## src/rtl/multicycle_control_if.sv

```systemverilog
// Control/status bundle between the multicycle MIPS main control FSM and its datapath.
// master = control FSM side, slave = datapath / memory side.
interface multicycle_control_if;
  logic [5:0] opcode;
  logic       mem_ready;
  logic       pc_write;
  logic       pc_write_cond;
  logic       i_or_d;
  logic       mem_read;
  logic       mem_write;
  logic       ir_write;
  logic       mem_to_reg;
  logic       reg_dst;
  logic       reg_write;
  logic       alu_src_a;
  logic [1:0] alu_src_b;
  logic [1:0] alu_op;
  logic [1:0] pc_source;
  logic       illegal_op;
  logic       mem_timeout;
  logic [3:0] state_o;

  modport master (
    input  opcode, mem_ready,
    output pc_write, pc_write_cond, i_or_d, mem_read, mem_write, ir_write, mem_to_reg,
           reg_dst, reg_write, alu_src_a, alu_src_b, alu_op, pc_source, illegal_op,
           mem_timeout, state_o
  );

  modport slave (
    output opcode, mem_ready,
    input  pc_write, pc_write_cond, i_or_d, mem_read, mem_write, ir_write, mem_to_reg,
           reg_dst, reg_write, alu_src_a, alu_src_b, alu_op, pc_source, illegal_op,
           mem_timeout, state_o
  );
endinterface

```

## src/rtl/multicycle_control.sv

```systemverilog
// Main control FSM for the multicycle MIPS datapath, with memory-ready timeout.
// Define MC_PERF_CNT_EN to add retired_cnt / cycle_cnt performance counters.
module multicycle_control #(
  parameter int unsigned MEM_TIMEOUT = 15,
  parameter int unsigned WAIT_CNT_W  = 8
) (
  input  logic                 clk,
  input  logic                 rst_n,
`ifdef MC_PERF_CNT_EN
  output logic [31:0]          retired_cnt,
  output logic [31:0]          cycle_cnt,
`endif
  multicycle_control_if.master ctrl_io
);

  localparam logic [5:0] OpRtype = 6'b000000;
  localparam logic [5:0] OpLw    = 6'b100011;
  localparam logic [5:0] OpSw    = 6'b101011;
  localparam logic [5:0] OpBeq   = 6'b000100;
  localparam logic [5:0] OpJ     = 6'b000010;
  localparam logic [5:0] OpAddi  = 6'b001000;

  typedef enum logic [3:0] {
    StFetch  = 4'd0,
    StDecode = 4'd1,
    StMemAdr = 4'd2,
    StMemRd  = 4'd3,
    StMemWb  = 4'd4,
    StMemWr  = 4'd5,
    StExec   = 4'd6,
    StAluWb  = 4'd7,
    StBranch = 4'd8,
    StJump   = 4'd9,
    StAddiEx = 4'd10,
    StAddiWb = 4'd11
  } state_e;

  typedef struct packed {
    logic       pc_write;
    logic       pc_write_cond;
    logic       i_or_d;
    logic       mem_read;
    logic       mem_write;
    logic       ir_write;
    logic       mem_to_reg;
    logic       reg_dst;
    logic       reg_write;
    logic       alu_src_a;
    logic [1:0] alu_src_b;
    logic [1:0] alu_op;
    logic [1:0] pc_source;
    logic       illegal_op;
    logic       mem_timeout;
  } ctl_t;

  state_e                state_q, state_d;
  logic [WAIT_CNT_W-1:0] cnt_q, cnt_d;
  logic                  is_mem, illegal, timeout;
  ctl_t                  ctl, ctl_out;

  assign is_mem = (state_q == StFetch) || (state_q == StMemRd) || (state_q == StMemWr);

  always_comb begin
    state_d = state_q;
    cnt_d   = cnt_q;
    illegal = 1'b0;
    timeout = 1'b0;
    case (state_q)
      StFetch:  if (ctrl_io.mem_ready) state_d = StDecode;
      StDecode: begin
        case (ctrl_io.opcode)
          OpLw, OpSw: state_d = StMemAdr;
          OpRtype:    state_d = StExec;
          OpBeq:      state_d = StBranch;
          OpJ:        state_d = StJump;
          OpAddi:     state_d = StAddiEx;
          default: begin
            illegal = 1'b1;
            state_d = StFetch;
          end
        endcase
      end
      StMemAdr: state_d = (ctrl_io.opcode == OpSw) ? StMemWr : StMemRd;
      StMemRd:  if (ctrl_io.mem_ready) state_d = StMemWb;
      StMemWr:  if (ctrl_io.mem_ready) state_d = StFetch;
      StExec:   state_d = StAluWb;
      StAddiEx: state_d = StAddiWb;
      default:  state_d = StFetch;
    endcase
    // Completion wins over timeout: only abort while ready is still low.
    if (is_mem && !ctrl_io.mem_ready && (cnt_q == WAIT_CNT_W'(MEM_TIMEOUT))) begin
      timeout = 1'b1;
      state_d = StFetch;
    end
    if (timeout || (state_d != state_q)) begin
      cnt_d = '0;
    end else if (is_mem && !ctrl_io.mem_ready) begin
      cnt_d = cnt_q + WAIT_CNT_W'(1);
    end
  end

  always_ff @(posedge clk) begin
    if (!rst_n) begin
      state_q <= StFetch;
      cnt_q   <= '0;
    end else begin
      state_q <= state_d;
      cnt_q   <= cnt_d;
    end
  end

  always_comb begin
    ctl = '0;
    case (state_q)
      StFetch: begin
        ctl.mem_read  = 1'b1;
        ctl.alu_src_b = 2'b01;
        if (ctrl_io.mem_ready) begin
          ctl.ir_write = 1'b1;
          ctl.pc_write = 1'b1;
        end
      end
      StDecode: ctl.alu_src_b = 2'b11;
      StMemAdr, StAddiEx: begin
        ctl.alu_src_a = 1'b1;
        ctl.alu_src_b = 2'b10;
      end
      StMemRd: begin
        ctl.mem_read = 1'b1;
        ctl.i_or_d   = 1'b1;
      end
      StMemWb: begin
        ctl.reg_write  = 1'b1;
        ctl.mem_to_reg = 1'b1;
      end
      StMemWr: begin
        ctl.mem_write = 1'b1;
        ctl.i_or_d    = 1'b1;
      end
      StExec: begin
        ctl.alu_src_a = 1'b1;
        ctl.alu_op    = 2'b10;
      end
      StAluWb: begin
        ctl.reg_write = 1'b1;
        ctl.reg_dst   = 1'b1;
      end
      StBranch: begin
        ctl.alu_src_a     = 1'b1;
        ctl.alu_op        = 2'b01;
        ctl.pc_write_cond = 1'b1;
        ctl.pc_source     = 2'b01;
      end
      StJump: begin
        ctl.pc_write  = 1'b1;
        ctl.pc_source = 2'b10;
      end
      StAddiWb: ctl.reg_write = 1'b1;
      default: ;
    endcase
    ctl.illegal_op  = illegal;
    ctl.mem_timeout = timeout;
    ctl_out = rst_n ? ctl : '0;
  end

  assign ctrl_io.pc_write      = ctl_out.pc_write;
  assign ctrl_io.pc_write_cond = ctl_out.pc_write_cond;
  assign ctrl_io.i_or_d        = ctl_out.i_or_d;
  assign ctrl_io.mem_read      = ctl_out.mem_read;
  assign ctrl_io.mem_write     = ctl_out.mem_write;
  assign ctrl_io.ir_write      = ctl_out.ir_write;
  assign ctrl_io.mem_to_reg    = ctl_out.mem_to_reg;
  assign ctrl_io.reg_dst       = ctl_out.reg_dst;
  assign ctrl_io.reg_write     = ctl_out.reg_write;
  assign ctrl_io.alu_src_a     = ctl_out.alu_src_a;
  assign ctrl_io.alu_src_b     = ctl_out.alu_src_b;
  assign ctrl_io.alu_op        = ctl_out.alu_op;
  assign ctrl_io.pc_source     = ctl_out.pc_source;
  assign ctrl_io.illegal_op    = ctl_out.illegal_op;
  assign ctrl_io.mem_timeout   = ctl_out.mem_timeout;
  assign ctrl_io.state_o       = state_q;

`ifdef MC_PERF_CNT_EN
  logic [31:0] retired_q, cycle_q;
  logic        retire;

  assign retire = (state_d == StFetch) && !timeout &&
                  ((state_q == StMemWb) || (state_q == StMemWr) || (state_q == StAluWb) ||
                   (state_q == StBranch) || (state_q == StJump) || (state_q == StAddiWb));

  always_ff @(posedge clk) begin
    if (!rst_n) begin
      retired_q <= '0;
      cycle_q   <= '0;
    end else begin
      cycle_q <= cycle_q + 32'd1;
      if (retire) retired_q <= retired_q + 32'd1;
    end
  end

  assign retired_cnt = retired_q;
  assign cycle_cnt   = cycle_q;
`endif

endmodule

```

## src/flat_wrapper.sv

```systemverilog
// flat-port wrapper written by rule: the top's interface ports become plain ports
module multicycle_control_flat 
#(
  parameter int unsigned MEM_TIMEOUT = 15,
  parameter int unsigned WAIT_CNT_W  = 8
)
  (clk, rst_n, ctrl_io_opcode, ctrl_io_mem_ready, ctrl_io_pc_write, ctrl_io_pc_write_cond, ctrl_io_i_or_d, ctrl_io_mem_read, ctrl_io_mem_write, ctrl_io_ir_write, ctrl_io_mem_to_reg, ctrl_io_reg_dst, ctrl_io_reg_write, ctrl_io_alu_src_a, ctrl_io_alu_src_b, ctrl_io_alu_op, ctrl_io_pc_source, ctrl_io_illegal_op, ctrl_io_mem_timeout, ctrl_io_state_o);
  multicycle_control_if ctrl_io_i ();
  input  logic clk;
  input  logic rst_n;
  input wire logic [$bits(ctrl_io_i.opcode)-1:0] ctrl_io_opcode;
  input wire logic [$bits(ctrl_io_i.mem_ready)-1:0] ctrl_io_mem_ready;
  output wire logic [$bits(ctrl_io_i.pc_write)-1:0] ctrl_io_pc_write;
  output wire logic [$bits(ctrl_io_i.pc_write_cond)-1:0] ctrl_io_pc_write_cond;
  output wire logic [$bits(ctrl_io_i.i_or_d)-1:0] ctrl_io_i_or_d;
  output wire logic [$bits(ctrl_io_i.mem_read)-1:0] ctrl_io_mem_read;
  output wire logic [$bits(ctrl_io_i.mem_write)-1:0] ctrl_io_mem_write;
  output wire logic [$bits(ctrl_io_i.ir_write)-1:0] ctrl_io_ir_write;
  output wire logic [$bits(ctrl_io_i.mem_to_reg)-1:0] ctrl_io_mem_to_reg;
  output wire logic [$bits(ctrl_io_i.reg_dst)-1:0] ctrl_io_reg_dst;
  output wire logic [$bits(ctrl_io_i.reg_write)-1:0] ctrl_io_reg_write;
  output wire logic [$bits(ctrl_io_i.alu_src_a)-1:0] ctrl_io_alu_src_a;
  output wire logic [$bits(ctrl_io_i.alu_src_b)-1:0] ctrl_io_alu_src_b;
  output wire logic [$bits(ctrl_io_i.alu_op)-1:0] ctrl_io_alu_op;
  output wire logic [$bits(ctrl_io_i.pc_source)-1:0] ctrl_io_pc_source;
  output wire logic [$bits(ctrl_io_i.illegal_op)-1:0] ctrl_io_illegal_op;
  output wire logic [$bits(ctrl_io_i.mem_timeout)-1:0] ctrl_io_mem_timeout;
  output wire logic [$bits(ctrl_io_i.state_o)-1:0] ctrl_io_state_o;
  assign ctrl_io_i.opcode = ctrl_io_opcode;
  assign ctrl_io_i.mem_ready = ctrl_io_mem_ready;
  assign ctrl_io_pc_write = ctrl_io_i.pc_write;
  assign ctrl_io_pc_write_cond = ctrl_io_i.pc_write_cond;
  assign ctrl_io_i_or_d = ctrl_io_i.i_or_d;
  assign ctrl_io_mem_read = ctrl_io_i.mem_read;
  assign ctrl_io_mem_write = ctrl_io_i.mem_write;
  assign ctrl_io_ir_write = ctrl_io_i.ir_write;
  assign ctrl_io_mem_to_reg = ctrl_io_i.mem_to_reg;
  assign ctrl_io_reg_dst = ctrl_io_i.reg_dst;
  assign ctrl_io_reg_write = ctrl_io_i.reg_write;
  assign ctrl_io_alu_src_a = ctrl_io_i.alu_src_a;
  assign ctrl_io_alu_src_b = ctrl_io_i.alu_src_b;
  assign ctrl_io_alu_op = ctrl_io_i.alu_op;
  assign ctrl_io_pc_source = ctrl_io_i.pc_source;
  assign ctrl_io_illegal_op = ctrl_io_i.illegal_op;
  assign ctrl_io_mem_timeout = ctrl_io_i.mem_timeout;
  assign ctrl_io_state_o = ctrl_io_i.state_o;
  multicycle_control #(.MEM_TIMEOUT(MEM_TIMEOUT), .WAIT_CNT_W(WAIT_CNT_W)) u_core (.clk(clk), .rst_n(rst_n), .ctrl_io(ctrl_io_i));
endmodule
```

## config.mk

```make
export PLATFORM = sky130hd
export DESIGN_NAME = multicycle_control_flat
export DESIGN_NICKNAME = d
export VERILOG_FILES = /design/src/rtl/multicycle_control_if.sv /design/src/rtl/multicycle_control.sv /design/src/flat_wrapper.sv
export SDC_FILE = /design/constraint.sdc
export NUM_CORES = 1
export LEC_CHECK = 0
export BUFFER_PORTS_ARGS = -buffer_cell sky130_fd_sc_hd__buf_4
export CORE_MARGIN = 10
export CORE_UTILIZATION = 55
export CTS_BUF_LIST = sky130_fd_sc_hd__clkbuf_16
export CTS_CLUSTER_DIAMETER = 40
export DETAILED_ROUTE_END_ITERATION = 6
export PLACE_DENSITY_LB_ADDON = 0.2
export SETUP_SLACK_MARGIN = 0.02
export SLEW_MARGIN = 40
export SYNTH_ARGS = -nofsm -noshare
export SYNTH_HDL_FRONTEND = slang
export SYNTH_SLANG_ARGS = --single-unit
export TNS_END_PERCENT = 1
```

## constraint.sdc

```tcl
create_clock -name clk -period 3.28 [get_ports clk]
set_input_delay 0.82 -clock clk [delete_from_list [all_inputs] [get_ports clk]]
set_output_delay 0.82 -clock clk [all_outputs]
set_load 0.02 [all_outputs]
```

# ---- Yosys cells after proc, flatten, opt, wreduce, memory -nomap -nowiden
# Cells that the tools add are included.
dict set report word_totals {
  inputBits 9
  reg_bits 12
  out_inout_bits 22
}
dict set report classes {
  reduce_logical 16
  n_eq_ne 18
  n_addsub 1
  n_bitwise 1
  mux 25
}
# operator count
set ops {}
lappend ops {{case mux 4 bit (7 select lines)} 1}
lappend ops {{case mux 4 bit (5 select lines)} 1}
lappend ops {{2-to-1 mux 18 bit} 1}
lappend ops {{== test 4 x 3 -> 1 bit (second input constant)} 4}
lappend ops {{== test 4 bit (second input constant)} 4}
lappend ops {{2-to-1 mux 4 bit} 4}
lappend ops {{2-to-1 mux 1 bit} 13}
lappend ops {{== test 6 bit (second input constant)} 2}
lappend ops {{OR reduction 2 bit} 5}
lappend ops {{adder 8 x 1 -> 8 bit (second input constant)} 1}
lappend ops {{== test 4 x 2 -> 1 bit (second input constant)} 2}
lappend ops {{== test 8 x 4 -> 1 bit (second input constant)} 1}
lappend ops {{case mux 2 bit (2 select lines)} 2}
lappend ops {{== test 6 x 2 -> 1 bit (second input constant)} 1}
lappend ops {{== test 6 x 3 -> 1 bit (second input constant)} 1}
lappend ops {{== test 6 x 4 -> 1 bit (second input constant)} 1}
lappend ops {{zero test 6 bit} 1}
lappend ops {{case mux 2 bit (3 select lines)} 1}
lappend ops {{OR reduction 6 bit} 1}
lappend ops {{== test 4 x 1 -> 1 bit (second input constant)} 1}
lappend ops {{zero test 4 bit} 1}
lappend ops {{!= test 4 bit} 1}
lappend ops {{OR reduction 4 bit} 1}
lappend ops {{logical OR 1 bit} 3}
lappend ops {{6 further kinds} 7}

# ---- Depth between registers and ports, before layout
# Gate-level depths: netlist of run 1.
dict set report logic_depth {
  ltp_word 9
  depth_mapped 8
  mapped_depth_nobuf 6
}

# ---- Worst setup path before layout of run 1
# OpenSTA, ideal clock, no wires.
dict set report synth_path {
  kind {register -> output}
  startpoint {register u_core.state_q[0], in the netlist u_core.ctrl_io.state_o[0]}
  endpoint {output port ctrl_io_illegal_op}
  arrival_time_ns 2.207
  slack_ns 0.253
  path_buffers 2
  path_stages_with_launch 5
  path_cell_list {dfxtp_1 -> buf_2 -> buf_1 -> nand3_1 -> a2111oi_0}
}
dict set report synth_between {
  elab_chain_len 3
}
# element line
set synth_rtl {}
lappend synth_rtl {{start, declared} multicycle_control.sv:56} ;# state_e state_q, state_d;
lappend synth_rtl {{start signal, assigned} multicycle_control.sv:104} ;# state_q <= StFetch;
lappend synth_rtl {{start signal, assigned} multicycle_control.sv:107} ;# state_q <= state_d;
lappend synth_rtl {{== test 4 x 1 -> 1 bit} multicycle_control.sv:68} ;# case (state_q)
lappend synth_rtl {{2-to-1 mux 1 bit} multicycle_control.sv:68}
lappend synth_rtl {{2-to-1 mux 18 bit} multicycle_control.sv:163} ;# ctl_out = rst_n ? ctl : '0;
lappend synth_rtl {{end, declared} flat_wrapper.sv:26} ;# output wire logic [$bits(ctrl_io_i.illegal_op)-1:0] ctrl_io_illegal_op;
# Every way passes these cells.

# ---- Final worst setup path of run 1
dict set report layout_path {
  startpoint {input port ctrl_io_mem_ready}
  endpoint {output port ctrl_io_mem_timeout}
}
dict set report layout_between {
  elab_chain_len 5
}
# element line
set layout_rtl {}
lappend layout_rtl {{start, declared} flat_wrapper.sv:12} ;# input wire logic [$bits(ctrl_io_i.mem_ready)-1:0] ctrl_io_mem_ready;
lappend layout_rtl {{zero test 1 bit} multicycle_control.sv:91} ;# if (is_mem && !ctrl_io.mem_ready && (cnt_q == WAIT_CNT_W'(MEM_TIMEOUT))) begin
lappend layout_rtl {{logical AND 1 bit (2 in a row)} multicycle_control.sv:91}
lappend layout_rtl {{2-to-1 mux 1 bit} multicycle_control.sv:91}
lappend layout_rtl {{2-to-1 mux 18 bit} multicycle_control.sv:163}
lappend layout_rtl {{end, declared} flat_wrapper.sv:27} ;# output wire logic [$bits(ctrl_io_i.mem_timeout)-1:0] ctrl_io_mem_timeout;
# Every way passes these cells.

==> metrics, run 1 <==
via count 1123; CTS Buf Count 3; grt total ovfl 0; Yosys top cell area share 0.229; Fin Setup TNS 0 ns; IO Count 31; CP Max Fanout 7; latest clock arrival within the worst-skew pair 0.23 ns; M3 GR Usage 0.0565; Post-Route WL 2880 µm; R2R Setup Slk 1.00 ns; Max-slew headroom 0.561; Post-Syn Area per Cell 7.59 µm²; Lkg Pwr 0.547 nW; global-route wire length before repair 4880 µm; YS warnings 0; hold crit path type reg2reg; worst vdd ir 0.389 mV; post-cts sizing count 0; number of cell rows 15; Distinct cells, synth 46; Finish-stage setup viols 0; synthesized area 1050 µm²; largest net degree at the start of global routing 26; post-DP HPWL 2180 µm; critical path required time 2.46 ns; area share of xor/xnor cells in the synthesized design 0.0920; H-tree depth 1; total power 444 µW; Port Buffers 30; worst setup slack after layout 0.396 ns; dpl cells 186; final hold violation count 0; Final ANT Viol Nets 0; syn nets 148; clock slew seen by the registers of the worst setup and hold paths 0.04 ns; drt via density 5.94; share of layout cells above drive strength 1 0.256; GPL Wtd Cong 0.875; cell taking the most area after synthesis dfxtp_1; Post-synth EDFFs 0; vias in the first global route 1046; Primary FF master, synth dfxtp_1; met1 usage 0.173; setup bufs post-CTS 0; ANT cells 0; crit end category output port; Worst Path Arrival 2.06 ns; Initial Util 0.594; PD cells 331 nW/µm²; CP Class in2out; final worst-path cycle share 0.879; count leader, synth nor3_1; number of remaining DRC errors 0; Core ar. 1760 µm²; Setup WS pre-CTS 0.409 ns; sequential share of the synthesized area 0.229; CTS tree yes; # clock sinks 12; Post-Synth Adder-Cell Area 0.0119; fin nets 176; Die Y 63.6 µm; RSZ-0062 raised after global routing no; Post-CTS Hold Fix Bufs 0; #FFs+latches synth 12; Clock Tree Root clkbuf_16; DR iter-0 viols 69; Clock Skew 0.000614 ns; max cap viols 0; met2 usage 0.225; commonest cells in the netlist nor3_1 (16), nor2_1 (14), dfxtp_1 (12), nand2_1 (7), nand3_1 (7); GRT Util Overall 0.138; initial antenna violation count 0; GRT Max-Usage Layer met2; Synth Area in Simple Gates 0.409; Die X-Extent 63.6 µm; mux contribution to synthesized area 0.0191; Area contributors post-synth dfxtp_1 (23%), nor3_1 (7.6%), nor2_1 (5.0%); drt wl/cell 15.2 µm; first drt pass iteration count 4; largest family of logic cells by synthesized area simple AND/OR/NAND/NOR gates; ys async rst share 0; clk buf depth 2; run status completed; Syn-to-layout area delta 28.2%; Synth Area in Compound Gates 0.168; synthesized instance count 138; crit path launch type input port; Slew Limit Fails 0; slew at the pin closest to its max-slew limit 0.657 ns; DIE AREA 4050 µm²; FMAX 347 MHz; Layout Cells excl Fill 189; final worst path period need 2.88 ns; Layout Utilization 0.761
==> worst max-delay path: stages <==
cell	delay [ns]
buf_4	0.14
a2111o_1	0.49
nor2_1	0.27
and3_1	0.21
buf_4	0.14
==> report_power, final <==
| group | internal (mW) | switching [mW] |
|---|---|---|
| registers | 0.149 | 0.00262 |
| logic | 0.0318 | 0.0468 |
| clock network | 0.158 | 0.0554 |
==> per-layer routing <==
metal / wire [µm] / vias up
met1: 1270 / 523
li1: - / 559
met5: 0 / -
met4: 19 / 0
met3: 219 / 2
met2: 1370 / 39
==> sequential cells by signal, summed over array words and instances (netlist names) <==
signal	count
u_core.cnt_q	8
u_core.ctrl_io.state_o	4
==> cells by family after synthesis <==
group | Yosys count
and+or+nand+nor | 73
buffers and inverters | 14
AOI/OAI and AO/OA | 25
adders and majority gates | 1
muxes | 2
DFF | 12
xor gates and xnor gates | 11
==> stage by stage <==
stage	cell area (µm²)	hold WS [ns]
4_1_cts	1340	0.562
6_report	1340	0.566
5_1_grt	1340	0.595
3_3_place_gp	1270	0.536
3_5_place_dp	1270	0.550
2_1_floorplan	1050	0.515
==> worst paths after layout <==
kind / end / start / depth (start not counted)
max: ctrl_io_mem_timeout / ctrl_io_mem_ready / 5
max reg2reg: u_core.cnt_q[1] / u_core.ctrl_io.state_o[3] / 6
min reg2reg: u_core.cnt_q[7] / u_core.cnt_q[7] / 2
min: u_core.cnt_q[7] / u_core.cnt_q[7] / 2
==> placed cells by master (no fill, tap or decap), types with 2 or more instances in the layout <==
cell	n
nand2_1	7
mux2i_1	2
inv_1	4
and3_1	3
xnor2_1	6
nor3_1	16
o21ai_0	5
a32oi_1	2
nor2b_1	5
o31ai_1	2
clkbuf_16	3
dfxtp_1	12
nand2b_1	2
a21oi_1	6
nor3b_1	2
and4b_1	2
nand3_1	7
buf_4	33
xor2_1	5
nor2_1	14
nor4_1	4
==> layout make-up <==
type | instances | area (µm²)
clock buffers | 3 | 75.1
well taps | 25 | 31.3
repair buffers | 33 | 248
flip-flops and latches | 12 | 240
multi-input cells | 112 | 733
fillers | 146 | 422
inverters | 4 | 15.0
Note: power is estimated with default switching activity, not from simulation.
==> inputs of run 2 (changes only) <==
--- a/config.mk
+++ b/config.mk
@@ -8,7 +8,7 @@
 export BUFFER_PORTS_ARGS = -buffer_cell sky130_fd_sc_hd__buf_4
 export CORE_MARGIN = 10
 export CORE_UTILIZATION = 55
-export CTS_BUF_LIST = sky130_fd_sc_hd__clkbuf_16
+export CTS_BUF_LIST = sky130_fd_sc_hd__clkbuf_8 sky130_fd_sc_hd__clkbuf_16
 export CTS_CLUSTER_DIAMETER = 40
 export DETAILED_ROUTE_END_ITERATION = 6
 export PLACE_DENSITY_LB_ADDON = 0.2
==> run 2 against run 1 <==
  * Sequential power about the same
  * Total power fell by 19%
  * Fmax is essentially flat
  * Worst hold slack got worse by 0.0070 ns
  * Final area is 2.5% lower
==> metrics, run 2 (synthesized netlist as in run 1, its figures left out) <==
Clock Tree Root clkbuf_8; Initial Util 0.594 (unchanged); setup bufs post-CTS 0 (unchanged); IO Count 31 (unchanged); ANT cells 0 (unchanged); RSZ-0062 raised after global routing no; worst setup slack after layout 0.393 ns (-0.00276 ns); Comb pwr share 0.220 (+0.043); sw frac 0.271 (+0.0349); internal power 261 µW (-23%); Die X-Extent 63.6 µm (unchanged); Final ANT Viol Nets 0 (unchanged); DR iter-0 viols 44 (-36%); initial antenna violation count 0 (unchanged); vias in the first global route 1038 (-0.76%); crit end category output port; clock slew seen by the registers of the worst setup and hold paths 0.05 ns (about the same); most common cell after layout, fill and taps aside buf_4; Core ar. 1760 µm² (unchanged); post-DP HPWL 2180 µm (unchanged); Port Buffers 30 (unchanged); Layout Utilization 0.742 (-0.0191); H-tree depth 1 (unchanged); hold crit path type reg2reg; DIE AREA 4050 µm² (unchanged); latest clock arrival within the worst-skew pair 0.23 ns (about the same); Die Y 63.6 µm (unchanged); run status completed; hold slack 0.559 ns (-0.00701 ns); Post-Route WL 2850 µm (-0.97%); largest net degree at the start of global routing 26 (unchanged); worst vdd ir 0.335 mV (-14%); CTS tree yes; grt total ovfl 0 (unchanged); max reg flops 8 (unchanged); Lkg Pwr 0.531 nW (-2.8%); crit path launch type input port; final worst path period need 2.89 ns (+0.00276 ns); number of cell rows 15 (unchanged); placed instance area 1270 µm² (unchanged); Syn-to-layout area delta 25.0%; share of layout cells above drive strength 1 0.256 (unchanged); critical path required time 2.46 ns (about the same); GPL Wtd Cong 0.875 (unchanged); Layout Cells excl Fill 189 (unchanged); commonest cells after routing, fill and taps aside buf_4 (33), nor3_1 (16), nor2_1 (14); Slew Limit Fails 0 (unchanged); Setup WS pre-CTS 0.409 ns (unchanged); fin nets 176 (unchanged); # clock sinks 12 (unchanged); clk buf depth 2 (unchanged); first drt pass iteration count 5 (+1); GRT Util Overall 0.134 (-0.00391); final instance area 1310 µm² (-2.5%); Fin Setup TNS 0 ns (unchanged); CTS Buf Count 3 (unchanged); via count 1133 (+0.89%); Flop pwr share 0.423 (+0.081); number of remaining DRC errors 0 (unchanged); post-cts sizing count 0 (unchanged); max cap viols 0 (unchanged); final hold violation count 0 (unchanged); total power 358 µW (-19%); global-route wire length before repair 4740 µm (-2.8%); Clk pwr share 0.357 (-0.124); drt via density 5.99 (+0.89%); CP Class in2out; Worst Path Arrival 2.07 ns (about the same); Finish-stage setup viols 0 (unchanged); PD cells 274 nW/µm² (-17%); Post-CTS Hold Fix Bufs 0 (unchanged); Clock Skew 0.00407 ns (+0.00346 ns); final worst-path cycle share 0.880 (about the same); Largest Register u_core.cnt_q; CP Max Fanout 7 (unchanged); FMAX 346 MHz (about the same); switching power 97.0 µW (-7.4%); drt wl/cell 15.1 µm (-0.97%); dpl cells 186 (unchanged); Max-slew headroom 0.567 (+0.00596); slew at the pin closest to its max-slew limit 0.648 ns (-0.00893 ns)
-- run 2: cell counts in the layout (fill, tap and decap cells not counted) --
Identical to the previous run, type by type.
-- run 2: path summary, 6_finish.rpt --
kind	startpoint	end	slack [ns]	cells after the start
hold reg to reg	u_core.cnt_q[7]	u_core.cnt_q[7]	0.56	2
setup reg to reg	u_core.ctrl_io.state_o[3]	u_core.cnt_q[0]	0.98	6
hold / removal	u_core.cnt_q[7]	u_core.cnt_q[7]	0.56	2
setup / recovery	ctrl_io_mem_ready	ctrl_io_mem_timeout	0.39	5
-- run 2: layout make-up --
cell class	instances	area [µm²]
clock buffer	3	41.3
fill	158	455
inverter	4	15.0
multi-input combinational	112	733
sequential	12	240
tap	25	31.3
timing repair buffer	33	248
-- run 2: routing by layer --
metal / share of wire / track usage / vias to the layer above
li1: - / - / 560
met1: 0.44 / 0.160 / 528
met2: 0.47 / 0.229 / 45
met3: 0.086 / 0.0601 / 0
met4: 0 / 0 / 0
met5: 0 / 0 / -
-- run 2: critical path, stage by stage --
cell and delay [ns]:
buf_4 0.14, a2111o_1 0.49, nor2_1 0.27, and3_1 0.21, buf_4 0.14
-- run 2: power by group through the flow --
stage | Sequential, mW | Clock [mW] | Combinational [mW]
floorplan | 0.156 | 0 | 0.0481
global placement | 0.154 | 0 | 0.0758
detailed placement | 0.154 | 0 | 0.0776
CTS | 0.151 | 0.130 | 0.0784
global route | 0.152 | 0.136 | 0.0852
finish | 0.152 | 0.128 | 0.0788
